`src/rtl/instr_decode_stage_pkg.sv`:
```
// instr_decode_stage_pkg: opcode map, field positions and decoded bundle shared by decode and execute.
package instr_decode_stage_pkg;

    localparam int OPC_HI = 8;
    localparam int OPC_LO = 6;
    localparam int RA_HI  = 5;
    localparam int RA_LO  = 3;
    localparam int RB_HI  = 2;
    localparam int RB_LO  = 0;
    localparam int OFS_HI = 5;

    localparam logic [2:0] OPC_RSH = 3'b000;
    localparam logic [2:0] OPC_XOR = 3'b001;
    localparam logic [2:0] OPC_ADD = 3'b010;
    localparam logic [2:0] OPC_AND = 3'b011;
    localparam logic [2:0] OPC_BRE = 3'b100;
    localparam logic [2:0] OPC_ILL = 3'b101;
    localparam logic [2:0] OPC_J   = 3'b110;
    localparam logic [2:0] OPC_CLR = 3'b111;

    typedef enum logic [2:0] {
        OP_RSH = OPC_RSH,
        OP_XOR = OPC_XOR,
        OP_ADD = OPC_ADD,
        OP_AND = OPC_AND,
        OP_BRE = OPC_BRE,
        OP_J   = OPC_J,
        OP_CLR = OPC_CLR
    } op_mne_e;

    typedef struct packed {
        op_mne_e    op;
        logic [2:0] ra;
        logic [2:0] rb;
        logic [7:0] imm;
        logic       reg_we;
        logic       branch;
        logic       jump;
        logic       illegal;
    } bundle_t;

endpackage

```
`src/rtl/instr_decode_stage_decoder.sv`:
```
// instr_decoder: pure combinational mapping of a raw instruction word to the decoded bundle.
module instr_decoder
    import instr_decode_stage_pkg::*;
#(
    parameter int IW = 9
) (
    input  logic [IW-1:0] i_instr,
    output bundle_t       o_dec
);

    logic [2:0] w_opc;
    logic       w_ctl;

    assign w_opc = i_instr[OPC_HI:OPC_LO];
    assign w_ctl = (w_opc == OPC_BRE) || (w_opc == OPC_J);

    // Illegal words masquerade as ADD with every side effect suppressed.
    always_comb begin
        o_dec         = '0;
        o_dec.ra      = i_instr[RA_HI:RA_LO];
        o_dec.rb      = (w_opc == OPC_CLR) ? 3'd0 : i_instr[RB_HI:RB_LO];
        o_dec.illegal = w_opc == OPC_ILL;
        o_dec.op      = (w_opc == OPC_ILL) ? OP_ADD : op_mne_e'(w_opc);
        o_dec.branch  = w_opc == OPC_BRE;
        o_dec.jump    = w_opc == OPC_J;
        o_dec.reg_we  = !w_ctl && (w_opc != OPC_ILL);
        o_dec.imm     = w_ctl ? {{2{i_instr[OFS_HI]}}, i_instr[OFS_HI:0]} : 8'd0;
    end

endmodule

```
`src/rtl/instr_decode_stage.sv`:
```
// instr_decode_stage: registered decode stage with a one-entry skid so in_ready comes from a flop.
module instr_decode_stage
    import instr_decode_stage_pkg::*;
#(
    parameter int IW = 9,
    parameter int CW = 16
) (
    input  logic          CLK,
    input  logic          reset_n,
    input  logic          in_valid,
    input  logic [IW-1:0] in_instr,
    output logic          in_ready,
    input  logic          flush,
    output logic          out_valid,
    input  logic          out_ready,
    output logic [2:0]    out_op,
    output logic [2:0]    out_ra,
    output logic [2:0]    out_rb,
    output logic [7:0]    out_imm,
    output logic          out_reg_we,
    output logic          out_branch,
    output logic          out_jump,
    output logic          out_illegal,
    output logic          err_sticky,
    output logic [CW-1:0] retired_cnt
);

    bundle_t       w_dec;
    bundle_t       r_out;
    bundle_t       r_skid;
    logic          r_out_valid;
    logic          r_skid_valid;
    logic          r_err;
    logic [CW-1:0] r_cnt;
    logic          w_acc;
    logic          w_fire;
    logic          w_load;

    instr_decoder #(.IW(IW)) u_dec (
        .i_instr (in_instr),
        .o_dec   (w_dec)
    );

    assign w_acc  = in_valid && !r_skid_valid;
    assign w_fire = r_out_valid && out_ready;
    assign w_load = !r_out_valid || out_ready;

    always_ff @(posedge CLK or negedge reset_n) begin
        if (!reset_n) begin
            r_out        <= '0;
            r_skid       <= '0;
            r_out_valid  <= 1'b0;
            r_skid_valid <= 1'b0;
            r_err        <= 1'b0;
            r_cnt        <= '0;
        end else begin
            if (w_fire) r_cnt <= r_cnt + 1'b1;
            if (w_fire && r_out.illegal) r_err <= 1'b1;
            // A handshake on the flush edge retires normally; only held work is discarded.
            if (flush) begin
                r_out_valid  <= 1'b0;
                r_skid_valid <= 1'b0;
            end else if (w_load) begin
                r_out_valid  <= r_skid_valid || w_acc;
                r_skid_valid <= 1'b0;
                if (r_skid_valid) r_out <= r_skid;
                else if (w_acc) r_out <= w_dec;
            end else if (w_acc) begin
                r_skid       <= w_dec;
                r_skid_valid <= 1'b1;
            end
        end
    end

    assign in_ready    = !r_skid_valid;
    assign out_valid   = r_out_valid;
    assign out_op      = r_out.op;
    assign out_ra      = r_out.ra;
    assign out_rb      = r_out.rb;
    assign out_imm     = r_out.imm;
    assign out_reg_we  = r_out.reg_we;
    assign out_branch  = r_out.branch;
    assign out_jump    = r_out.jump;
    assign out_illegal = r_out.illegal;
    assign err_sticky  = r_err;
    assign retired_cnt = r_cnt;

endmodule
```
`config.mk`:
```
export PLATFORM = sky130hd
export DESIGN_NAME = instr_decode_stage
export DESIGN_NICKNAME = d
export VERILOG_FILES = /design/src/rtl/instr_decode_stage_pkg.sv /design/src/rtl/instr_decode_stage_decoder.sv /design/src/rtl/instr_decode_stage.sv
export SDC_FILE = /design/constraint.sdc
export NUM_CORES = 1
export LEC_CHECK = 0
export ABC_CLOCK_PERIOD_IN_PS = 1700
export CORE_MARGIN = 2
export CORE_UTILIZATION = 50
export CTS_CLUSTER_SIZE = 14
export DETAILED_ROUTE_END_ITERATION = 8
export PLACE_DENSITY_LB_ADDON = 0.15
export SLEW_MARGIN = 20
export SYNTH_ARGS = -nofsm -noshare
export SYNTH_HDL_FRONTEND = slang
export SYNTH_SLANG_ARGS = --single-unit
```
`constraint.sdc`:
```
create_clock -name CLK -period 1.7 [get_ports CLK]
set_input_delay 0.255 -clock CLK [delete_from_list [all_inputs] [get_ports CLK]]
set_output_delay 0.255 -clock CLK [all_outputs]
set_load 0.01 [all_outputs]
```
==> metrics.txt, run 1 <==
# TYPE chip_impl_metric gauge
chip_impl_info{name="synth.largest_area_cell",value="sky130_fd_sc_hd__dfrtp_1"} 1
chip_impl_metric{name="detailedRoute.firstPassIterationCount",unit=""} 4
chip_impl_metric{name="ys_ff_latch",unit=""} 57
chip_impl_info{name="crit_path_top_delay_cell",value="sky130_fd_sc_hd__clkdlybuf4s50_1"} 1
chip_impl_metric{name="cts-htree-levels",unit=""} 3
chip_impl_metric{name="antenna_violating_nets_post_route",unit=""} 0
chip_impl_info{name="timing_worst_setup_path_type",value="reg -> out"} 1
chip_impl_metric{name="floorplan.core_area",unit="um^2"} 5075
chip_impl_metric{name="power_switching_share",unit="%"} 27.79
chip_impl_metric{name="finish.net_count",unit=""} 330
chip_impl_metric{name="gr-total-overflow",unit=""} 0
chip_impl_metric{name="grt_max_degree",unit=""} 58
chip_impl_metric{name="ir_worst_vdd",unit="mV"} 0.6320
chip_impl_metric{name="synth_edf_count",unit=""} 0
chip_impl_metric{name="required",unit="ns"} 1.44
chip_impl_metric{name="ys_async_sr_fraction",unit="%"} 100.0
chip_impl_metric{name="crit_path_max_incr_delay",unit="ns"} 0.54
chip_impl_metric{name="synth.avg_cell_area",unit="um^2"} 10.55
chip_impl_metric{name="timing.reg2reg.setup_slack",unit="ns"} 0.17
chip_impl_metric{name="period_needed",unit="ns"} 1.647
chip_impl_metric{name="fp.dieH",unit="um"} 76.06
chip_impl_metric{name="cts_made_buffers",unit=""} 9
chip_impl_metric{name="route.detailed.vias_per_inst",unit=""} 5.147
chip_impl_info{name="status",value="completed"} 1
chip_impl_metric{name="timing.max_slew.rel_slack",unit="%"} 74.48
chip_impl_metric{name="place_congestion",unit=""} 0.7520
chip_impl_metric{name="timing_max_transition_violations_final",unit=""} 0
chip_impl_metric{name="cell_internal_pwr",unit="mW"} 2.631
chip_impl_info{name="r2r_end",value="out_op[1]$_DFFE_PN0P_"} 1
chip_impl_metric{name="vias",unit=""} 1997
chip_impl_info{name="critical-path-top-delay-family",value="buffers and inverters"} 1
chip_impl_metric{name="wirelength",unit="um"} 5270
chip_impl_metric{name="path_clk_slew",unit="ns"} 0.06
chip_impl_metric{name="num-fill-cells",unit=""} 409
chip_impl_metric{name="synthesis.instances",unit=""} 246
chip_impl_metric{name="flow.area_growth_from_synthesis",unit="%"} 34.02
chip_impl_metric{name="grt_pass1_vias",unit=""} 1922
chip_impl_metric{name="setup_viol",unit=""} 0
chip_impl_metric{name="seqPwrFrac",unit="%"} 47.6
chip_impl_metric{name="final_min_period_over_clock_period",unit="%"} 96.87
chip_impl_metric{name="synth_nets",unit=""} 261
chip_impl_metric{name="fin_skew",unit="ns"} 0.002781
chip_impl_metric{name="worst_skew_pair.late_latency",unit="ns"} 0.33
chip_impl_info{name="worst_setup_path_end_kind",value="output port"} 1
chip_impl_metric{name="die-width",unit="um"} 76.06
chip_impl_info{name="hp_class",value="in -> async"} 1
chip_impl_metric{name="grt_antenna_before_repair",unit=""} 0
chip_impl_metric{name="timing.fmax",unit="GHz"} 0.6072
chip_impl_metric{name="yosysTopAreaCellShare",unit="%"} 54.94
chip_impl_metric{name="first_pass_grt_wire_length",unit="um"} 9156
chip_impl_info{name="post_synth_main_area_contributors",value="sky130_fd_sc_hd__dfrtp_1, sky130_fd_sc_hd__nand2_1, sky130_fd_sc_hd__xnor2_1, sky130_fd_sc_hd__a21oi_2, sky130_fd_sc_hd__nor2_1"} 1
chip_impl_info{name="post-synth-top-count-cell",value="sky130_fd_sc_hd__dfrtp_1"} 1
chip_impl_metric{name="power-per-cell-area",unit="nW/um^2"} 1047
chip_impl_info{name="ys_dominant_reg_cell",value="sky130_fd_sc_hd__dfrtp_1"} 1
chip_impl_metric{name="placed_cells_incl_taps",unit=""} 370
chip_impl_metric{name="die_area",unit="um^2"} 5785
chip_impl_info{name="critical_path.reg2reg.startpoint",value="out_valid$_DFFE_PN0N_"} 1
chip_impl_metric{name="initial_core_util",unit="%"} 51.16
chip_impl_metric{name="maxCapViolations",unit=""} 0
chip_impl_info{name="grt_setup_unrepaired",value="false"} 1
chip_impl_metric{name="netSwitchingPower",unit="mW"} 1.013
chip_impl_info{name="startpoint_type",value="register"} 1
chip_impl_metric{name="synthesized_area",unit="um^2"} 2596
chip_impl_metric{name="globalRouteTotalUtil",unit="%"} 20.15
chip_impl_metric{name="leakagePower",unit="nW"} 1.472
chip_impl_metric{name="post-layout-total-power",unit="mW"} 3.644
chip_impl_metric{name="design.portCount",unit=""} 54
chip_impl_metric{name="tightestPinTransition",unit="ns"} 0.3816
chip_impl_metric{name="clkSinkCount",unit=""} 57
chip_impl_info{name="tritoncts",value="done"} 1
chip_impl_metric{name="synth_cell_type_count",unit=""} 39
chip_impl_metric{name="worstRegToRegCells",unit=""} 4
chip_impl_metric{name="wl_per_cell",unit="um"} 13.58
chip_impl_metric{name="num_antenna_cells",unit=""} 0
chip_impl_metric{name="core.rowCount",unit=""} 26
chip_impl_metric{name="hold_viol_final",unit=""} 0
chip_impl_metric{name="stdcell_count",unit=""} 388
chip_impl_metric{name="cp.buffers_inverters",unit=""} 2
chip_impl_info{name="worstPathCellList",value="inv_2 -> clkdlybuf4s50_1"} 1
chip_impl_metric{name="port-buffer-count",unit=""} 53
chip_impl_metric{name="seq_area_frac_synth",unit="%"} 54.94
chip_impl_metric{name="share_comb_of_total_power",unit="%"} 22.6
chip_impl_metric{name="power_frac_clock",unit="%"} 29.7
chip_impl_metric{name="drive_gt1_share",unit="%"} 19.50
chip_impl_metric{name="crit_path_max_fanout",unit=""} 4
chip_impl_metric{name="timing.critical_path.arrival",unit="ns"} 1.39
chip_impl_metric{name="drcViolationCount",unit=""} 0
chip_impl_info{name="yosys-top-cells-count",value="sky130_fd_sc_hd__dfrtp_1, sky130_fd_sc_hd__nand2_1, sky130_fd_sc_hd__nor2_1"} 1
chip_impl_info{name="clock_tree.root_cell",value="sky130_fd_sc_hd__clkbuf_8"} 1
chip_impl_metric{name="dp_hpwl",unit="um"} 3571
chip_impl_metric{name="synthesis.yosys.warnings",unit=""} 0
chip_impl_metric{name="detailedRoute.firstIterationViolations",unit=""} 84
chip_impl_metric{name="cts_buffer_depth",unit=""} 2
-- worst register-to-register path, cell delays in order, from the launching register on --
cell                      delay (ns)
sky130_fd_sc_hd__dfrtp_1        0.38
sky130_fd_sc_hd__nor2b_2        0.19
sky130_fd_sc_hd__nor3_4         0.35
sky130_fd_sc_hd__buf_4          0.18
sky130_fd_sc_hd__mux2_2         0.32
-- power groups by stage --
stage | registers [mW] | logic (mW) | clock network (mW)
after floorplan | 1.80 | 0.328 | 0
after global placement | 1.75 | 0.805 | 0
after detailed placement | 1.75 | 0.825 | 0
after CTS | 1.74 | 0.833 | 1.11
after global routing | 1.77 | 0.900 | 1.17
final | 1.74 | 0.825 | 1.08
-- state kept, by name (all words and copies together) (netlist names) --
name          flops
out_rb            3
out_illegal       1
out_ra            3
err_sticky        1
r_skid_valid      1
out_imm           6
r_skid           19
out_branch        1
out_reg_we        1
retired_cnt      16
out_jump          1
out_op            3
out_valid         1
-- worst max path at each step --
stage / from / to / slack (ns) / cells after the start
2_1_floorplan: out_valid$_DFFE_PN0N_ / out_op[1]$_DFFE_PN0P_ / 0.23 / 3
3_3_place_gp: out_ready / out_imm[4]$_DFFE_PN0P_ / -0.13 / 6
3_5_place_dp: out_ready / out_imm[4]$_DFFE_PN0P_ / -0.19 / 6
4_1_cts: retired_cnt[8]$_DFFE_PN0P_ / retired_cnt[8] / 0.02 / 1
5_1_grt: r_skid_valid$_DFFE_PN0P_ / in_ready / 0.01 / 2
6_report: r_skid_valid$_DFFE_PN0P_ / in_ready / 0.05 / 2
-- through the flow --
step | hold WS, ns | utilization (%) | instance area [um^2] | setup TNS (ns) | setup WS [ns]
floorplan | -0.04059 | - | 2596 | 0 | 0.2319
global placement | 0.2792 | 64.69 | 3283 | -1.949 | -0.1253
detailed placement | 0.2830 | 64.69 | 3283 | -3.602 | -0.1946
CTS | 0.4734 | 68.10 | 3456 | 0 | 0.02393
global route | 0.5069 | 68.57 | 3480 | 0 | 0.01312
finish | 0.4460 | 68.57 | 3480 | 0 | 0.05321
-- per-layer routing --
metal / routed length (um) / GRT usage, % / vias up
li1: - / - / 977
met1: 2302 / 25.12 / 967
met2: 2640 / 32.86 / 46
met3: 261 / 4.858 / 7
met4: 65 / 10.36 / 0
met5: 0 / 0 / -
-- cells in the final DEF, fill, tap and decap left out, types with 5 or more instances in the layout --
cell type / count
sky130_fd_sc_hd__dfrtp_1: 56
sky130_fd_sc_hd__clkdlybuf4s50_1: 52
sky130_fd_sc_hd__nand2_1: 34
sky130_fd_sc_hd__nor2_1: 24
sky130_fd_sc_hd__buf_4: 17
sky130_fd_sc_hd__o21ai_0: 15
sky130_fd_sc_hd__xnor2_1: 12
sky130_fd_sc_hd__a21oi_1: 11
sky130_fd_sc_hd__a21oi_2: 11
sky130_fd_sc_hd__clkbuf_8: 11
sky130_fd_sc_hd__nand3_1: 8
sky130_fd_sc_hd__nand3b_1: 7
sky130_fd_sc_hd__mux2_2: 6
sky130_fd_sc_hd__nand4_1: 5
-- final cells by class --
class                      count  area (um^2)  share of cell area [%]
clock buffer                  14        162.7                   4.675
tap                           70        87.58                   2.517
multi-input combinational    169         1064                   30.56
inverter                       4        15.01                  0.4315
timing repair buffer          74        723.2                   20.78
sequential                    57         1428                   41.03
-- repair_timing --
action | CTS | global route
gates resized for setup | 1 | 1
hold buffers | 1 | 0
pin swaps | 0 | 1
endpoints found under the setup margin | 1 | 3
endpoints found under the hold margin | 57 | 0
setup buffers | 0 | 3
-- logic make-up after synthesis --
kind of cell               after synthesis  share of synthesized area (%)
and+or+nand+nor                         92                          18.41
DFF                                     57                          54.94
AOI/OAI and AO/OA                       52                          13.25
buffers and inverters                   20                          4.096
xor gates and xnor gates                15                          5.060
muxes                                    9                          3.759
adders and majority gates                1                         0.4819
Note: power is estimated with default switching activity, not from simulation.
==> run 2: changes to the inputs <==
- CORE_MARGIN: 2 -> not set
- SKIP_CTS_REPAIR_TIMING: not set -> 1
==> metrics.txt, run 2 (synthesis gave the netlist of run 1 again) <==
# TYPE chip_impl_metric gauge
chip_impl_info{name="status",value="completed"} 1
chip_impl_metric{name="fin_util",unit="%"} 72.65
chip_impl_metric{name="antenna_violating_nets_post_route",unit=""} 0
chip_impl_metric{name="cts-htree-levels",unit=""} 3
chip_impl_metric{name="grt_pass1_vias",unit=""} 1761
chip_impl_metric{name="drive_gt1_share",unit="%"} 20.69
chip_impl_metric{name="crit_path_max_fanout",unit=""} 4
chip_impl_metric{name="floorplan.core_area",unit="um^2"} 4848
chip_impl_metric{name="tns",unit="ns"} 0
chip_impl_metric{name="first_pass_grt_wire_length",unit="um"} 8079
chip_impl_metric{name="gr-total-overflow",unit=""} 0
chip_impl_metric{name="leakagePower",unit="nW"} 1.495
chip_impl_metric{name="finish.net_count",unit=""} 330
chip_impl_metric{name="power-per-cell-area",unit="nW/um^2"} 1079
chip_impl_info{name="grt_setup_unrepaired",value="false"} 1
chip_impl_metric{name="tightestPinTransition",unit="ns"} 0.5206
chip_impl_metric{name="dp_hpwl",unit="um"} 3508
chip_impl_metric{name="timing_max_transition_violations_final",unit=""} 0
chip_impl_metric{name="cts_buffer_depth",unit=""} 2
chip_impl_metric{name="required",unit="ns"} 1.44
chip_impl_metric{name="timing.critical_path.arrival",unit="ns"} 1.39
chip_impl_info{name="hp_class",value="in -> async"} 1
chip_impl_info{name="mostFrequentLayoutCells",value="sky130_fd_sc_hd__dfrtp_1, sky130_fd_sc_hd__clkdlybuf4s50_1, sky130_fd_sc_hd__nand2_1"} 1
chip_impl_info{name="startpoint_type",value="register"} 1
chip_impl_metric{name="num-fill-cells",unit=""} 350
chip_impl_metric{name="design.portCount",unit=""} 54
chip_impl_metric{name="die-width",unit="um"} 74.06
chip_impl_metric{name="ir_worst_vdd",unit="mV"} 0.7848
chip_impl_metric{name="globalRouteTotalUtil",unit="%"} 20.16
chip_impl_metric{name="wirelength",unit="um"} 4859
chip_impl_metric{name="cts_made_buffers",unit=""} 9
chip_impl_metric{name="largest_reg_flops",unit=""} 19
chip_impl_metric{name="maxCapViolations",unit=""} 0
chip_impl_metric{name="core.rowCount",unit=""} 25
chip_impl_metric{name="wl_per_cell",unit="um"} 12.59
chip_impl_metric{name="timing.max_slew.rel_slack",unit="%"} 65.29
chip_impl_metric{name="setup_viol",unit=""} 0
chip_impl_metric{name="path_clk_slew",unit="ns"} 0.06
chip_impl_metric{name="fin_skew",unit="ns"} 0.006554
chip_impl_info{name="tritoncts",value="done"} 1
chip_impl_info{name="clock_tree.root_cell",value="sky130_fd_sc_hd__clkbuf_8"} 1
chip_impl_metric{name="vias",unit=""} 1927
chip_impl_metric{name="period_needed",unit="ns"} 1.641
chip_impl_metric{name="hold_viol_final",unit=""} 0
chip_impl_metric{name="die_area",unit="um^2"} 5485
chip_impl_info{name="timing_worst_setup_path_type",value="reg -> out"} 1
chip_impl_info{name="layout.cells.most_common",value="sky130_fd_sc_hd__dfrtp_1"} 1
chip_impl_metric{name="clkSinkCount",unit=""} 57
chip_impl_metric{name="num_antenna_cells",unit=""} 0
chip_impl_metric{name="port-buffer-count",unit=""} 53
chip_impl_metric{name="flow.area_growth_from_synthesis",unit="%"} 35.66
chip_impl_info{name="top_register",value="r_skid"} 1
chip_impl_metric{name="drcViolationCount",unit=""} 0
chip_impl_metric{name="grt_max_degree",unit=""} 33
chip_impl_metric{name="timing.fmax",unit="GHz"} 0.6092
chip_impl_info{name="worst_setup_path_end_kind",value="output port"} 1
chip_impl_metric{name="detailedRoute.firstIterationViolations",unit=""} 106
chip_impl_metric{name="route.detailed.vias_per_inst",unit=""} 4.992
chip_impl_metric{name="place_congestion",unit=""} 0.7377
chip_impl_metric{name="detailedRoute.firstPassIterationCount",unit=""} 4
chip_impl_metric{name="worst_skew_pair.late_latency",unit="ns"} 0.33
chip_impl_metric{name="grt_antenna_before_repair",unit=""} 0
chip_impl_metric{name="final_min_period_over_clock_period",unit="%"} 96.56
chip_impl_metric{name="fp.dieH",unit="um"} 74.06
chip_impl_metric{name="initial_core_util",unit="%"} 53.55
-- run 2: metal layers --
metal  track usage, %  share of wire (%)  up-vias
met3            3.794                3.5       10
met4            12.18                2.4        0
li1                 -                  -      986
met1            26.96                 47      888
met5                0                  0        -
met2            30.61                 47       43
-- run 2: final cells by class --
type	instances	area [um^2]	area share (%)
Inverter	4	15.01	0.4263
Clock buffer	12	155.1	4.405
Multi-Input combinational cell	169	1064	30.20
Tap cell	67	83.83	2.380
Sequential cell	57	1429	40.57
Clock inverter	3	40.04	1.137
Timing Repair Buffer	74	735.7	20.89
-- run 2: path summary, 6_finish.rpt --
check / start / end / slack, ns / cells past startpoint
setup / recovery: r_skid_valid$_DFFE_PN0P_ / in_ready / 0.06 / 2
hold / removal: reset_n / r_skid[6]$_DFFE_PN0P_ / 0.43 / 2
setup reg to reg: out_valid$_DFFE_PN0N_ / out_reg_we$_DFFE_PN0P_ / 0.22 / 4
hold reg to reg: err_sticky$_DFFE_PN0P_ / err_sticky$_DFFE_PN0P_ / 0.48 / 1
max in group asynchronous: reset_n / r_skid[18]$_DFFE_PN0P_ / 0.69 / 3
min in group CLK: err_sticky$_DFFE_PN0P_ / err_sticky$_DFFE_PN0P_ / 0.48 / 1
-- run 2: worst max-delay path, stage by stage (launching register included) --
cell,delay (ns)
sky130_fd_sc_hd__dfrtp_2,0.44
sky130_fd_sc_hd__inv_2,0.09
sky130_fd_sc_hd__clkdlybuf4s50_1,0.53
-- run 2: stage by stage --
step | cell area (um^2) | setup WS [ns] | hold WS (ns) | cells | power [mW]
after floorplan | 2596 | 0.2319 | -0.04059 | 246 | 2.128
after global placement | 3314 | -0.04319 | 0.2680 | 370 | 2.563
after detailed placement | 3314 | -0.07833 | 0.2618 | 370 | 2.585
after CTS | 3510 | -0.008539 | -0.1025 | 385 | 3.846
after global routing | 3522 | 0.004209 | 0.4896 | 386 | 4.001
final | 3522 | 0.05852 | 0.4251 | 386 | 3.800
-- run 2: power by group --
group	leakage, nW	switching (mW)	internal (mW)
combinational	0.679	0.351	0.471
sequential	0.714	0.156	1.57
clock	0.102	0.505	0.744
==> run 3: changes to the inputs <==
- ABC_CLOCK_PERIOD_IN_PS: 1700 -> 2100
- clock period: 1.7 -> 2.1 ns (I/O delays scaled with it)
==> metrics.txt, run 3 (synthesis gave the netlist of run 1 again) <==
# TYPE chip_impl_metric gauge
chip_impl_info{name="status",value="completed"} 1
chip_impl_metric{name="timing.critical_path.arrival",unit="ns"} 1.45
chip_impl_metric{name="timing_max_transition_violations_final",unit=""} 0
chip_impl_info{name="hp_class",value="in -> async"} 1
chip_impl_metric{name="tns",unit="ns"} 0
chip_impl_metric{name="ir_worst_vdd",unit="mV"} 0.6345
chip_impl_metric{name="cts_made_buffers",unit=""} 9
chip_impl_metric{name="path_clk_slew",unit="ns"} 0.07
chip_impl_info{name="clock_tree.root_cell",value="sky130_fd_sc_hd__clkbuf_8"} 1
chip_impl_metric{name="fin_skew",unit="ns"} 0.008737
chip_impl_metric{name="core.rowCount",unit=""} 25
chip_impl_metric{name="grt_pass1_vias",unit=""} 1801
chip_impl_metric{name="floorplan.core_area",unit="um^2"} 4848
chip_impl_info{name="worstPathCellList",value="inv_1 -> clkdlybuf4s50_1"} 1
chip_impl_metric{name="crit_path_max_incr_delay",unit="ns"} 0.55
chip_impl_metric{name="globalRouteTotalUtil",unit="%"} 21.18
chip_impl_metric{name="flow.area_growth_from_synthesis",unit="%"} 32.39
chip_impl_metric{name="timing.max_slew.rel_slack",unit="%"} 66.77
chip_impl_metric{name="detailedRoute.firstIterationViolations",unit=""} 117
chip_impl_metric{name="maxCapViolations",unit=""} 0
chip_impl_metric{name="gr-total-overflow",unit=""} 0
chip_impl_metric{name="dp_hpwl",unit="um"} 3415
chip_impl_metric{name="wl_per_cell",unit="um"} 13.34
chip_impl_metric{name="clkSinkCount",unit=""} 57
chip_impl_metric{name="leakagePower",unit="nW"} 1.443
chip_impl_metric{name="drive_gt1_share",unit="%"} 16.67
chip_impl_metric{name="detailedRoute.firstPassIterationCount",unit=""} 4
chip_impl_info{name="critical-path-top-delay-family",value="buffers and inverters"} 1
chip_impl_metric{name="num-fill-cells",unit=""} 395
chip_impl_metric{name="antenna_violating_nets_post_route",unit=""} 0
chip_impl_metric{name="grt_antenna_before_repair",unit=""} 0
chip_impl_metric{name="die-width",unit="um"} 74.06
chip_impl_metric{name="place_congestion",unit=""} 0.7190
chip_impl_metric{name="finish.net_count",unit=""} 316
chip_impl_metric{name="fp.dieH",unit="um"} 74.06
chip_impl_info{name="worst_setup_path_end_kind",value="output port"} 1
chip_impl_metric{name="initial_core_util",unit="%"} 53.55
chip_impl_metric{name="worst_hold_slack",unit="ns"} 0.4709
chip_impl_metric{name="required",unit="ns"} 1.78
chip_impl_metric{name="setup_viol",unit=""} 0
chip_impl_metric{name="grt_max_degree",unit=""} 38
chip_impl_info{name="grt_setup_unrepaired",value="false"} 1
chip_impl_metric{name="drcViolationCount",unit=""} 0
chip_impl_metric{name="final_min_period_over_clock_period",unit="%"} 83.81
chip_impl_metric{name="multi_input_area",unit="um^2"} 1064
chip_impl_metric{name="wirelength",unit="um"} 4976
chip_impl_metric{name="period_needed",unit="ns"} 1.760
chip_impl_info{name="timing_worst_setup_path_type",value="reg -> out"} 1
chip_impl_info{name="layout.cells.most_common",value="sky130_fd_sc_hd__dfrtp_1"} 1
chip_impl_info{name="crit_path_top_delay_cell",value="sky130_fd_sc_hd__clkdlybuf4s50_1"} 1
chip_impl_metric{name="timing.fmax",unit="GHz"} 0.5682
chip_impl_info{name="mostFrequentLayoutCells",value="sky130_fd_sc_hd__dfrtp_1, sky130_fd_sc_hd__clkdlybuf4s50_1, sky130_fd_sc_hd__nand2_1"} 1
chip_impl_metric{name="first_pass_grt_wire_length",unit="um"} 8466
chip_impl_info{name="top_register",value="r_skid"} 1
chip_impl_metric{name="die_area",unit="um^2"} 5485
chip_impl_metric{name="cp.buffers_inverters",unit=""} 2
chip_impl_metric{name="largest_reg_flops",unit=""} 19
chip_impl_metric{name="route.detailed.vias_per_inst",unit=""} 5.150
chip_impl_metric{name="crit_path_max_fanout",unit=""} 4
chip_impl_metric{name="sequential_cell_area",unit="um^2"} 1426
chip_impl_info{name="tritoncts",value="done"} 1
chip_impl_metric{name="hold_viol_final",unit=""} 0
chip_impl_metric{name="cts-htree-levels",unit=""} 3
chip_impl_metric{name="port-buffer-count",unit=""} 53
chip_impl_metric{name="design.portCount",unit=""} 54
chip_impl_metric{name="worst_skew_pair.late_latency",unit="ns"} 0.34
chip_impl_metric{name="power-per-cell-area",unit="nW/um^2"} 957.8
chip_impl_info{name="startpoint_type",value="register"} 1
chip_impl_metric{name="tightestPinTransition",unit="ns"} 0.4985
chip_impl_metric{name="cts_buffer_depth",unit=""} 2
chip_impl_metric{name="num_antenna_cells",unit=""} 0
chip_impl_metric{name="vias",unit=""} 1921
## run 3: cell types whose count changed in the layout (fill, tap and decap cells not counted), sizes merged
cell	change
buf	-14
bufinv	+2
clkbuf	-2
clkinv	+1
## run 3: through the flow
| step | instances | setup slack, ns | instance area, um^2 | power [mW] | util [%] |
|---|---|---|---|---|---|
| 6_report | 373 | 0.3400 | 3437 | 3.292 | 70.89 |
| 5_1_grt | 373 | 0.2600 | 3437 | 3.465 | 70.89 |
| 4_1_cts | 372 | 0.3167 | 3427 | 3.333 | 70.68 |
| 3_5_place_dp | 356 | 0.1532 | 3184 | 2.069 | 65.68 |
| 3_3_place_gp | 356 | 0.2129 | 3184 | 2.049 | 65.68 |
| 2_1_floorplan | 246 | 0.6319 | 2596 | 1.722 | - |
## run 3: worst paths after layout
kind,startpoint,slack [ns],cells past startpoint,endpoint
min in group CLK,retired_cnt[15]$_DFFE_PN0P_,0.47,1,retired_cnt[15]$_DFFE_PN0P_
worst min register to register,retired_cnt[15]$_DFFE_PN0P_,0.47,1,retired_cnt[15]$_DFFE_PN0P_
worst min-delay path,reset_n,0.47,2,out_jump$_DFFE_PN0P_
worst max-delay path,r_skid_valid$_DFFE_PN0P_,0.34,2,in_ready
worst max register to register,out_valid$_DFFE_PN0N_,0.53,4,r_skid[0]$_DFFE_PN0P_
max in group asynchronous,reset_n,1.07,3,retired_cnt[2]$_DFFE_PN0P_
## run 3: power breakdown
group / switching (mW) / internal [mW] / total, mW
Clock: 0.439 / 0.814 / 1.25
Combinational: 0.278 / 0.360 / 0.638
Sequential: 0.129 / 1.27 / 1.40
## run 3: layout make-up
type	instances	area share, %
timing repair buffer	60	17.62
sequential	57	41.50
tap	67	2.439
multi-input combinational	169	30.94
clock buffer	10	4.004
inverter	4	0.4368
clock inverter	6	3.058
## run 3: layer usage
layer	share of wire [%]	vias to the layer above	wire length [um]	GRT usage, %
li1	-	967	-	-
met2	47	38	2325	32.12
met5	0	-	0	0
met4	1.7	0	86	8.974
met1	47	907	2333	28.06
met3	4.6	9	231	6.911
==> RTL change 1: new RTL, flow settings as in run 2 <==
Set the parameter `CW` to 32 (it was 16).
--- a/src/rtl/instr_decode_stage.sv
+++ b/src/rtl/instr_decode_stage.sv
@@ -4,5 +4,5 @@
 #(
     parameter int IW = 9,
-    parameter int CW = 16
+    parameter int CW = 32
 ) (
     input  logic          CLK,
Interface: changed (resized retired_cnt); port bits go from 54 to 70. The function was not compared with the original's and may differ.
==> RTL change 1 against run 2 <==
  * Worst setup slack hardly changed
  * Worst hold slack worse by 25 ps
  * Synthesized area is 26% higher
  * Wire length is 39% higher
  * Global-route usage is 1.6 points higher
  * Power is 6.7% higher
  * Clock power is 7% lower
  * Cell area is 27% higher
  * Sequential cell count is 16 higher
  * Largest cell class unchanged
  * Largest power group unchanged
==> RTL change 1: results <==
set metrics [dict create \
    outcome "finished, final reports clean" \
    synth_adder_area_share 0.00382 \
    ys_types 37 \
    grt_max_degree 41 \
    syn-num-nets 325 \
    cts_buffer_depth 2 \
    async_reset_ff_frac 1.00 \
    grt.total_usage 0.217 \
    power.leakage_nw 1.99 \
    gp_congestion 0.822 \
    peakVddDrop_mv 0.800 \
    worst_path_largest_cell_delay_ps 580 \
    skew_ps 7.74 \
    min_path_type "in2async" \
    drtIter0Drc 114 \
    firstDrtPassIters 4 \
    cts_root_buffer "clkbuf_8" \
    route.vias.total 2574 \
    r2r_start "retired_cnt[9]" \
    crit_arrival_ps 1390 \
    r2r-end "retired_cnt[18]" \
    drive_above_1_share 0.169 \
    yosys-top-cells-area "dfrtp_1 (56%), nand2_1 (5.7%), xnor2_1 (5.4%), xor2_1 (2.9%), o21a_1 (2.8%)" \
    port_buffers 69 \
    largest_reg_flops 32 \
    rrSetupSlack_ps 90 \
    synth-xor-area-share 0.0830 \
    drt-total-wl_mm 6.77 \
    synth_compound_area_frac 0.102 \
    pre_cts_slack_ps -160 \
    ys_top_cells_by_count "dfrtp_1 (73), nand2_1 (50), xnor2_1 (20)" \
    fin_nets 425 \
    grt_pass1_wl_mm 12.0 \
    cp_slowest_cell "clkdlybuf4s50_1" \
    relSlewSlack 0.703 \
    dp_hpwl_mm 4.89 \
    cp_top_family "buffers and inverters" \
    worstPathMaxFanout 7 \
    n_antenna_cell 0 \
    grt_pass1_vias 2540 \
    clock_latency_ps 340 \
    synthMuxAreaShare 0.0264 \
    htreeDepth 3 \
    synth_seq_area_share 0.558 \
]
## RTL change 1: worst max path at each step
stage	start	end	slack [ps]	cells after the start
global route	out_valid	out_valid	3	1
global placement	out_ready	out_imm[4]	-140	7
detailed placement	out_ready	r_skid[14]	-160	8
floorplan	retired_cnt[7]	retired_cnt[22]	6	5
CTS	retired_cnt[7]	retired_cnt[7]	9	2
finish	retired_cnt[2]	retired_cnt[2]	60	1
## RTL change 1: final cells by class
cell class	count	area, um2
clock buffers	11	141
clock inverters	4	20.0
fillers	498	1890
inverters	6	22.5
multi-input cells	216	1360
flip-flops and latches	73	1830
well taps	77	96.3
repair buffers	104	988
## RTL change 1: where the power goes
| part | leakage [nW] | switching, mW | internal (mW) |
|---|---|---|---|
| Clock | 0.0887 | 0.605 | 0.551 |
| Sequential | 0.916 | 0.183 | 1.95 |
| Combinational | 0.982 | 0.316 | 0.449 |
## RTL change 1: cell families after synthesis
group	Yosys count
adders and majority gates	1
xor gates and xnor gates	31
and+or+nand+nor	123
buffers and inverters	21
muxes	8
AOI/OAI and AO/OA	53
DFF	73
## RTL change 1: through the flow
| stage | area [um2] | TNS (ps) | hold WS, ps | total power, mW | std cells |
|---|---|---|---|---|---|
| after floorplan | 3280 | 0 | -40.6 | 2.46 | 310 |
| after global routing | 4460 | 0 | 443 | 4.26 | 491 |
| after CTS | 4440 | 0 | -135 | 4.09 | 490 |
| after global placement | 4280 | -3130 | 234 | 2.92 | 475 |
| final | 4460 | 0 | 400 | 4.06 | 491 |
| after detailed placement | 4280 | -4320 | 236 | 2.94 | 475 |
## RTL change 1: metal layers
layer,wire length (um),track usage
met4,134,0.107
met2,3200,0.346
met3,243,0.0408
met1,3190,0.288
met5,0,0
==> RTL change 2: new RTL, settings of run 2 <==
Without the edit above. Make the reset (`reset_n`) synchronous in one clocked block.
--- a/src/rtl/instr_decode_stage.sv
+++ b/src/rtl/instr_decode_stage.sv
@@ -46,5 +46,5 @@
     assign w_load = !r_out_valid || out_ready;
 
-    always_ff @(posedge CLK or negedge reset_n) begin
+    always_ff @(posedge CLK) begin
         if (!reset_n) begin
             r_out        <= '0;
Behaviour: differs if reset_n is asserted again (counterexample within 4 cycles, from zero or initial values and one cycle with reset_n low); with reset_n held inactive, the same outputs for 10 cycles.
==> RTL change 2 against run 2 <==
  * Synthesized area rose by 5.6%
  * Sequential cell count did not move
  * Cell area rose by 3.5%
  * Worst setup slack improved by 6.4 ps
  * Clock skew fell by 0.64 ps
  * Wire length rose by 11%
  * First-iteration DRC count fell by 23%
  * Largest cell class is now multi-input combinational cells
Power is not compared: it rests on default switching activity, and its combinational part moved more than twofold at a synthesized area within 25%.
==> RTL change 2: results <==
set metrics [dict create \
    outcome "finished, final reports clean" \
    yosys-top-cells-area "dfxtp_1 (42%), mux2i_1 (11%), o211a_1 (5.8%), nor2b_1 (4.1%), and2_1 (3.9%)" \
    drt-vias-per-instance 5.14 \
    rrSetupSlack_ps 260 \
    nWellTaps 70 \
    async_reset_ff_frac 0 \
    synthMuxAreaShare 0.109 \
    met1_length_mm 2.65 \
    grt_util_met1 0.242 \
    worstPathMaxFanout 5 \
    worst_path_largest_cell_delay_ps 590 \
    drive_above_1_share 0.141 \
    skew_ps 5.91 \
    regArea_um2 1140 \
    startpoint "retired_cnt[4]" \
    p_total_mw 3.02 \
    dp_hpwl_mm 3.78 \
    fin_util 0.700 \
    peakVddDrop_mv 0.606 \
    placed_area_um2 3440 \
    gp_congestion 0.725 \
    ys_top_cells_by_count "dfxtp_1 (57), mux2i_1 (30), nand2_1 (27)" \
    met2_length_mm 2.52 \
    multi_input_area_um2 1450 \
    grt_pass1_vias 2057 \
    route.vias.total 2150 \
    final.clkbuf_count 14 \
    r2r_start "retired_cnt[0]" \
    r2r_cells 5 \
    syn-num-nets 292 \
    synth_adder_area_share 0.00456 \
    ys_warn_count 0 \
    drtIter0Drc 82 \
    pre_cts_slack_ps -104 \
    dpl.cell_count 402 \
    synth_seq_area_share 0.416 \
    drt-total-wl_mm 5.41 \
    nonClockInverterCount 8 \
    ys_types 42 \
    globalRouteMet3Util 0.0347 \
    grt_max_degree 59 \
    fin_ws_ps 65.0 \
    multi_input_comb_cells 192 \
    cp_top_family "buffers and inverters" \
    seq_cell_count 57 \
    min_path_type "reg2reg" \
    synth_compound_area_frac 0.115 \
    synth-xor-area-share 0.0383 \
    grt_pass1_wl_mm 9.24 \
    fill_cells 417 \
    endpoint "retired_cnt[4]" \
    r2r-end "retired_cnt[14]" \
    clk_share 0.0570 \
]
[RTL change 2: cell types whose count changed in the layout (fill, tap and decap cells not counted), moves of 7 or more]
cell | run 2 | this run
nand3b_1 | 7 | 0
nor2b_1 | 0 | 18
dfxtp_1 | 0 | 56
dfrtp_1 | 55 | 0
nand2_1 | 34 | 27
o21ai_0 | 15 | 7
mux2i_1 | 3 | 30
nor2_1 | 24 | 7
a21oi_1 | 11 | 2
nand2b_1 | 1 | 8
a21oi_2 | 11 | 0
and2_1 | 0 | 17
o211a_1 | 0 | 16
[RTL change 2: cell families after synthesis]
| group | after synthesis |
|---|---|
| AND/OR/NAND/NOR | 110 |
| flip-flops | 57 |
| adder cells (fa/ha/maj) | 1 |
| multiplexers | 30 |
| XOR/XNOR | 12 |
| AO/OA/AOI/OAI | 39 |
| buffers and inverters | 28 |
